==> config.mk <==
export PLATFORM = sky130hd
export DESIGN_NAME = peak_finder_flat
export DESIGN_NICKNAME = d
export VERILOG_FILES = /design/src/rtl/peak_finder_if.sv /design/src/rtl/peak_finder.sv /design/src/flat_wrapper.sv
export SDC_FILE = /design/constraint.sdc
export NUM_CORES = 1
export LEC_CHECK = 0
export BUFFER_PORTS_ARGS = -buffer_cell sky130_fd_sc_hd__buf_2
export CAP_MARGIN = 10
export CELL_PAD_IN_SITES_DETAIL_PLACEMENT = 2
export CELL_PAD_IN_SITES_GLOBAL_PLACEMENT = 2
export CORE_UTILIZATION = 40
export DETAILED_ROUTE_END_ITERATION = 10
export HOLD_SLACK_MARGIN = 0.05
export PLACE_DENSITY_LB_ADDON = 0.1
export SLEW_MARGIN = 0
export SYNTH_ARGS = -nofsm -noshare
export SYNTH_HDL_FRONTEND = slang
export SYNTH_SLANG_ARGS = --single-unit
==> constraint.sdc <==
create_clock -name clk -period 6.9 [get_ports clk]
set_clock_uncertainty 0.1 [all_clocks]
set_input_delay 1.38 -clock clk [delete_from_list [all_inputs] [get_ports clk]]
set_output_delay 1.38 -clock clk [all_outputs]
set_load 0.02 [all_outputs]
==> src/rtl/peak_finder_if.sv <==
// Sample/report bundle for peak_finder: FFT bin stream in, one peak report per frame out.
interface peak_finder_if #(
    parameter int BW = 9
);
    logic          in_valid;
    logic [31:0]   data_in;
    logic          peak_valid;
    logic [BW-1:0] peak_bin;
    logic [16:0]   peak_mag;
    logic [16:0]   mag_left;
    logic [16:0]   mag_right;
    logic          no_signal;
    logic          busy;

    modport master (
        output in_valid, data_in,
        input  peak_valid, peak_bin, peak_mag, mag_left, mag_right, no_signal, busy
    );

    modport slave (
        input  in_valid, data_in,
        output peak_valid, peak_bin, peak_mag, mag_left, mag_right, no_signal, busy
    );
endinterface

==> src/rtl/peak_finder.sv <==
// Scans one FFT frame for the largest-magnitude bin in [MIN_BIN, MAX_BIN] and reports it
// together with its two neighbour magnitudes; two-stage datapath (abs, then magnitude/compare).
module peak_finder #(
    parameter int N       = 512,
    parameter int MIN_BIN = 2,
    parameter int MAX_BIN = 255,
    parameter int THRESH  = 64
) (
    input  logic            clk,
    input  logic            reset,
    peak_finder_if.slave    pf
);
    localparam int BW = $clog2(N);

    localparam logic [1:0] IDLE     = 2'd0;
    localparam logic [1:0] SCAN     = 2'd1;
    localparam logic [1:0] FLUSH    = 2'd2;
    localparam logic [1:0] WAIT_LOW = 2'd3;

    localparam logic [BW-1:0] LAST_B = BW'(N - 1);
    localparam logic [BW-1:0] MIN_B  = BW'(MIN_BIN);
    localparam logic [BW-1:0] MAX_B  = BW'(MAX_BIN);
    localparam logic [16:0]   THR    = 17'(THRESH);

    logic [1:0]    state;
    logic [BW-1:0] bin_cnt;

    // stage 1
    logic          s1_vld;
    logic [15:0]   s1_re, s1_im;
    logic [BW-1:0] s1_bin;

    // stage 2 running best
    logic [16:0]   prev_mag;
    logic [16:0]   best_mag, best_left, best_right;
    logic [BW-1:0] best_bin;
    logic          right_pend;

    logic          sample;
    logic          report;
    logic [15:0]   mx, mn;
    logic [16:0]   mag;
    logic          in_range, take;

    function automatic logic [15:0] abs16(input logic [15:0] v);
        return v[15] ? (~v + 16'd1) : v;
    endfunction

    assign sample  = pf.in_valid && (state == IDLE || state == SCAN);
    // last bin leaves stage 1 on the first FLUSH edge, so the second one reports
    assign report  = (state == FLUSH) && !s1_vld;
    assign pf.busy = (state == SCAN) || (state == FLUSH);

    always_ff @(posedge clk or negedge reset) begin
        if (!reset) begin
            state   <= IDLE;
            bin_cnt <= '0;
        end else begin
            case (state)
                IDLE: begin
                    if (pf.in_valid) begin
                        state   <= SCAN;
                        bin_cnt <= BW'(1);
                    end
                end
                SCAN: begin
                    if (!pf.in_valid) begin
                        state   <= IDLE;
                        bin_cnt <= '0;
                    end else if (bin_cnt == LAST_B) begin
                        state   <= FLUSH;
                        bin_cnt <= '0;
                    end else begin
                        bin_cnt <= bin_cnt + BW'(1);
                    end
                end
                FLUSH: begin
                    if (report)
                        state <= pf.in_valid ? WAIT_LOW : IDLE;
                end
                default: begin
                    if (!pf.in_valid)
                        state <= IDLE;
                end
            endcase
        end
    end

    always_ff @(posedge clk or negedge reset) begin
        if (!reset) begin
            s1_vld <= 1'b0;
            s1_re  <= '0;
            s1_im  <= '0;
            s1_bin <= '0;
        end else begin
            s1_vld <= sample;
            if (sample) begin
                s1_re  <= abs16(pf.data_in[31:16]);
                s1_im  <= abs16(pf.data_in[15:0]);
                s1_bin <= bin_cnt;
            end
        end
    end

    always_comb begin
        mx       = (s1_re >= s1_im) ? s1_re : s1_im;
        mn       = (s1_re >= s1_im) ? s1_im : s1_re;
        mag      = {1'b0, mx} + {2'b00, mn[15:1]};
        in_range = (s1_bin >= MIN_B) && (s1_bin <= MAX_B);
        // MIN_BIN seeds the search; later bins must be strictly larger so ties keep the lowest
        take     = s1_vld && in_range && ((s1_bin == MIN_B) || (mag > best_mag));
    end

    always_ff @(posedge clk or negedge reset) begin
        if (!reset) begin
            prev_mag   <= '0;
            best_mag   <= '0;
            best_bin   <= '0;
            best_left  <= '0;
            best_right <= '0;
            right_pend <= 1'b0;
        end else if (s1_vld) begin
            prev_mag <= mag;
            if (take) begin
                best_mag   <= mag;
                best_bin   <= s1_bin;
                best_left  <= prev_mag;
                right_pend <= 1'b1;
            end else if (right_pend) begin
                best_right <= mag;
                right_pend <= 1'b0;
            end
        end
    end

    always_ff @(posedge clk or negedge reset) begin
        if (!reset) begin
            pf.peak_valid <= 1'b0;
            pf.peak_bin   <= '0;
            pf.peak_mag   <= '0;
            pf.mag_left   <= '0;
            pf.mag_right  <= '0;
            pf.no_signal  <= 1'b0;
        end else begin
            pf.peak_valid <= report;
            if (report) begin
                pf.peak_bin  <= best_bin;
                pf.peak_mag  <= best_mag;
                pf.mag_left  <= best_left;
                pf.mag_right <= best_right;
                pf.no_signal <= (best_mag < THR);
            end
        end
    end
endmodule

==> src/flat_wrapper.sv <==
// flat-port wrapper written by rule: the top's interface ports become plain ports
module peak_finder_flat 
#(
    parameter int N       = 512,
    parameter int MIN_BIN = 2,
    parameter int MAX_BIN = 255,
    parameter int THRESH  = 64
)
  (clk, reset, pf_in_valid, pf_data_in, pf_peak_valid, pf_peak_bin, pf_peak_mag, pf_mag_left, pf_mag_right, pf_no_signal, pf_busy);
  peak_finder_if pf_i ();
  input  logic clk;
  input  logic reset;
  input wire logic [$bits(pf_i.in_valid)-1:0] pf_in_valid;
  input wire logic [$bits(pf_i.data_in)-1:0] pf_data_in;
  output wire logic [$bits(pf_i.peak_valid)-1:0] pf_peak_valid;
  output wire logic [$bits(pf_i.peak_bin)-1:0] pf_peak_bin;
  output wire logic [$bits(pf_i.peak_mag)-1:0] pf_peak_mag;
  output wire logic [$bits(pf_i.mag_left)-1:0] pf_mag_left;
  output wire logic [$bits(pf_i.mag_right)-1:0] pf_mag_right;
  output wire logic [$bits(pf_i.no_signal)-1:0] pf_no_signal;
  output wire logic [$bits(pf_i.busy)-1:0] pf_busy;
  assign pf_i.in_valid = pf_in_valid;
  assign pf_i.data_in = pf_data_in;
  assign pf_peak_valid = pf_i.peak_valid;
  assign pf_peak_bin = pf_i.peak_bin;
  assign pf_peak_mag = pf_i.peak_mag;
  assign pf_mag_left = pf_i.mag_left;
  assign pf_mag_right = pf_i.mag_right;
  assign pf_no_signal = pf_i.no_signal;
  assign pf_busy = pf_i.busy;
  peak_finder #(.N(N), .MIN_BIN(MIN_BIN), .MAX_BIN(MAX_BIN), .THRESH(THRESH)) u_core (.clk(clk), .reset(reset), .pf(pf_i));
endmodule
==> flow_metrics.env <==
export IMPL_antenna_left=0
export IMPL_cap_violations=0
export IMPL_hold_path_endpoint="u_core.pf.mag_left[4]"
export IMPL_ys_ff_latch=193
export IMPL_rows=57
export IMPL_grt_overflow=0
export IMPL_grt_pass1_vias=7784
export IMPL_cts_buffer_depth=2
export IMPL_drc=0
export IMPL_reg2reg_slack_ns=0.41
export IMPL_required_ns=7.13
export IMPL_fmax_ghz=0.154
export IMPL_worstSkewPairLatency_ns=0.44
export IMPL_grt_pass1_wl_mm=42.7
export IMPL_min_path_cells=1
export IMPL_worstHoldStart="u_core.best_left[4]"
export IMPL_cts_sinks=193
export IMPL_synth_edf_count=0
export IMPL_cp_end_kind="flop"
export IMPL_dieHeight_um=160
export IMPL_synth_area_mm2=0.0100
export IMPL_n_fill_cell=2515
export IMPL_synth_ff_type="dfrtp_1"
export IMPL_seq_area_mm2=0.00483
export IMPL_cp_max_fo=31
export IMPL_finalInstanceArea_mm2=0.0115
export IMPL_final_cell_mix="dfrtp_1 (193), mux2_2 (123), buf_2 (96), o21ai_0 (77), nand2_1 (72)"
export IMPL_instances_no_fill=1311
export IMPL_rsz0062_at_grt="no"
export IMPL_synthArstFlopShare_pct=100
export IMPL_dpl_cell_area_mm2=0.0110
export IMPL_io_pins=98
export IMPL_die_x_um=160
export IMPL_ctsHoldBuffers=0
export IMPL_dp_cells=1280
export IMPL_core_area_mm2=0.0245
export IMPL_wl_per_cell_um=19.9
export IMPL_timing_final_max_slew_violations=0
export IMPL_syn_nets=963
export IMPL_slowest_stage="a311oi_1"
export IMPL_hold_class="flop to flop"
export IMPL_cts_root_buffer="clkbuf_16"
export IMPL_numCtsBuffers=17
export IMPL_fin_crit_sh_pct=94.1
export IMPL_dr_first_iter_drc_count=261
export IMPL_setup_tns_ns=0
export IMPL_ys_warn_count=0
export IMPL_worstPathArrival_ns=6.72
export IMPL_period_needed_ns=6.49
export IMPL_synthCells=871
export IMPL_hold_viol_final=0
export IMPL_start_util_pct=41.0
export IMPL_avgSynthCellArea_um2=11.5
export IMPL_via_count=7028
export IMPL_grt_antenna_before_repair=0
export IMPL_crit_path_max_incr_delay_ns=0.47
export IMPL_gp_congestion=0.763
export IMPL_fp_dieArea_mm2=0.0257
export IMPL_maxSlewHeadroom_pct=39.8
export IMPL_grt_use_total_pct=21.4
export IMPL_grt_max_degree=70
export IMPL_worstPathCellList="ha_1 -> nand2b_1 -> a2111o_1 -> a311oi_1 -> nand2_2 -> buf_4 -> mux2_2 -> ha_1 -> o21ai_0 -> o21a_1 -> nor3_1 -> o211ai_1 -> a211oi_1 -> ha_1 -> nand4_1 -> o21bai_1 -> a211o_1 -> and2_1 -> nor3_4 -> buf_4 -> mux2_4"
export IMPL_worstMarginPinSlew_ns=0.902
export IMPL_multiInputGateArea_mm2=0.00488
export IMPL_wl_met1_mm=12.0
export IMPL_start_kind="flop"
export IMPL_criticalPathCategory="flop to flop"
export IMPL_routed_top_layer="met4"
export IMPL_wirelength_mm=26.1
export IMPL_cts_resized_gates=0
export IMPL_pre_cts_slack_ns=0.373
export IMPL_portBuffers=97
export IMPL_post_cts_buffers=0
export IMPL_h_tree_depth=4
export IMPL_fin_nets=1067
export IMPL_yosysSeqAreaShare_pct=48.1
export IMPL_setup_viol=0
export IMPL_wl_met2_mm=13.2
export IMPL_final_common_cell="dfrtp_1"
export IMPL_hpwlAfterDp_mm=19.3
export IMPL_area_delta_synth_final_pct=15.0
export IMPL_clk_pin_slew_ns=0.08
export IMPL_reg2reg_to="u_core.best_right[8]"
export IMPL_cp_common_cell="ha_1"
export IMPL_cts_tree="built"
export IMPL_antenna_cells=0
export IMPL_yosysUniqueCellTypes=60
export IMPL_setup_slack_ns=0.410
export IMPL_vias_per_cell=5.36
export IMPL_reg2reg_from="u_core.s1_im[0]"
export IMPL_rr_worst_depth=21
export IMPL_dr_pass1_iters=4
export IMPL_status="finished clean"
export IMPL_routed_wl_met3_um=584
export IMPL_drive_above_1_share_pct=31.8
[state kept, by name, indices dropped and copies added (netlist names)]
name and cells:
u_core.s1_im 16, u_core.pf.peak_bin 9, u_core.s1_bin 9, u_core.pf.peak_mag 17, u_core.best_bin 9, u_core.state 2, u_core.bin_cnt 9, u_core.best_left 17
u_core.prev_mag 17, u_core.pf.peak_valid 1, u_core.pf.mag_left 17, u_core.s1_vld 1, u_core.right_pend 1, u_core.pf.mag_right 17, u_core.best_mag 17, u_core.s1_re 16
u_core.pf.no_signal 1, u_core.best_right 17
[final cells by class]
type	instances	share of cell area, %
Timing Repair Buffer	116	5.63
Sequential cell	193	41.9
Clock inverter	13	1.24
Multi-Input combinational cell	598	42.3
Clock buffer	18	3.81
Tap cell	324	3.51
Inverter	49	1.59
[critical path, delay by kind of cell (launching register included)]
kind	cells	cell delay (ns)
fa+ha+maj	3	0.98
simple gates	6	1.47
mux	2	0.65
flops	1	0.42
compound gates	8	2.18
buf+inv	2	0.57
[stage by stage]
stage,hold slack [ns],util (%)
global route,0.421,47.2
detailed placement,0.390,44.8
global placement,0.384,44.8
CTS,0.409,47.1
floorplan,0.366,-
finish,0.404,47.2
[synth_stat cells, types with 6 or more instances]
library cell  count  share of area, %
a21o_1            9              0.67
a21oi_1          24               1.2
clkbuf_1         21              0.79
dfrtp_1         193                48
ha_1             56               7.0
inv_1            49               1.8
mux2_2          123                14
mux2_4           28               4.2
nand2_1          73               2.7
nand2b_1          7              0.44
nand3_1          13              0.65
nand4_1           7              0.44
nor2_1           25              0.94
nor2b_1           6              0.37
nor3_1            8              0.40
o21ai_0          78               3.9
o31ai_1          11              0.82
or4_1             9              0.67
xnor2_1          14               1.2
xor2_1           26               2.3
[metal layers]
metal,vias to the layer above,global-route usage (%)
met5,-,0
met4,0,5.97
met3,26,3.15
met2,92,37.6
met1,3598,27.4
li1,3312,-
[worst max path at each step]
| stage | startpoint | end | slack [ns] | cells after the start |
|---|---|---|---|---|
| 2_1_floorplan | u_core.s1_im[0] | u_core.best_right[10] | 0.78 | 23 |
| 3_3_place_gp | u_core.s1_im[0] | u_core.best_bin[7] | 0.53 | 21 |
| 3_5_place_dp | u_core.s1_im[0] | u_core.best_right[13] | 0.37 | 21 |
| 4_1_cts | u_core.s1_im[0] | u_core.best_right[8] | 0.26 | 21 |
| 5_1_grt | u_core.s1_re[0] | u_core.best_right[8] | 0.005 | 22 |
| 6_report | u_core.s1_im[0] | u_core.best_right[8] | 0.41 | 21 |
[kinds of logic after synthesis]
family	after synthesis	share of synthesized area, %
DFF	193	48.1
AOI/OAI and AO/OA	176	11.1
and+or+nand+nor	171	8.37
muxes	154	18.3
buffers and inverters	80	3.38
adders and majority gates	57	7.18
xor gates and xnor gates	40	3.49
Power is not shown: default switching activity piles up to over one toggle a cycle in this logic, so the estimate is an artifact.
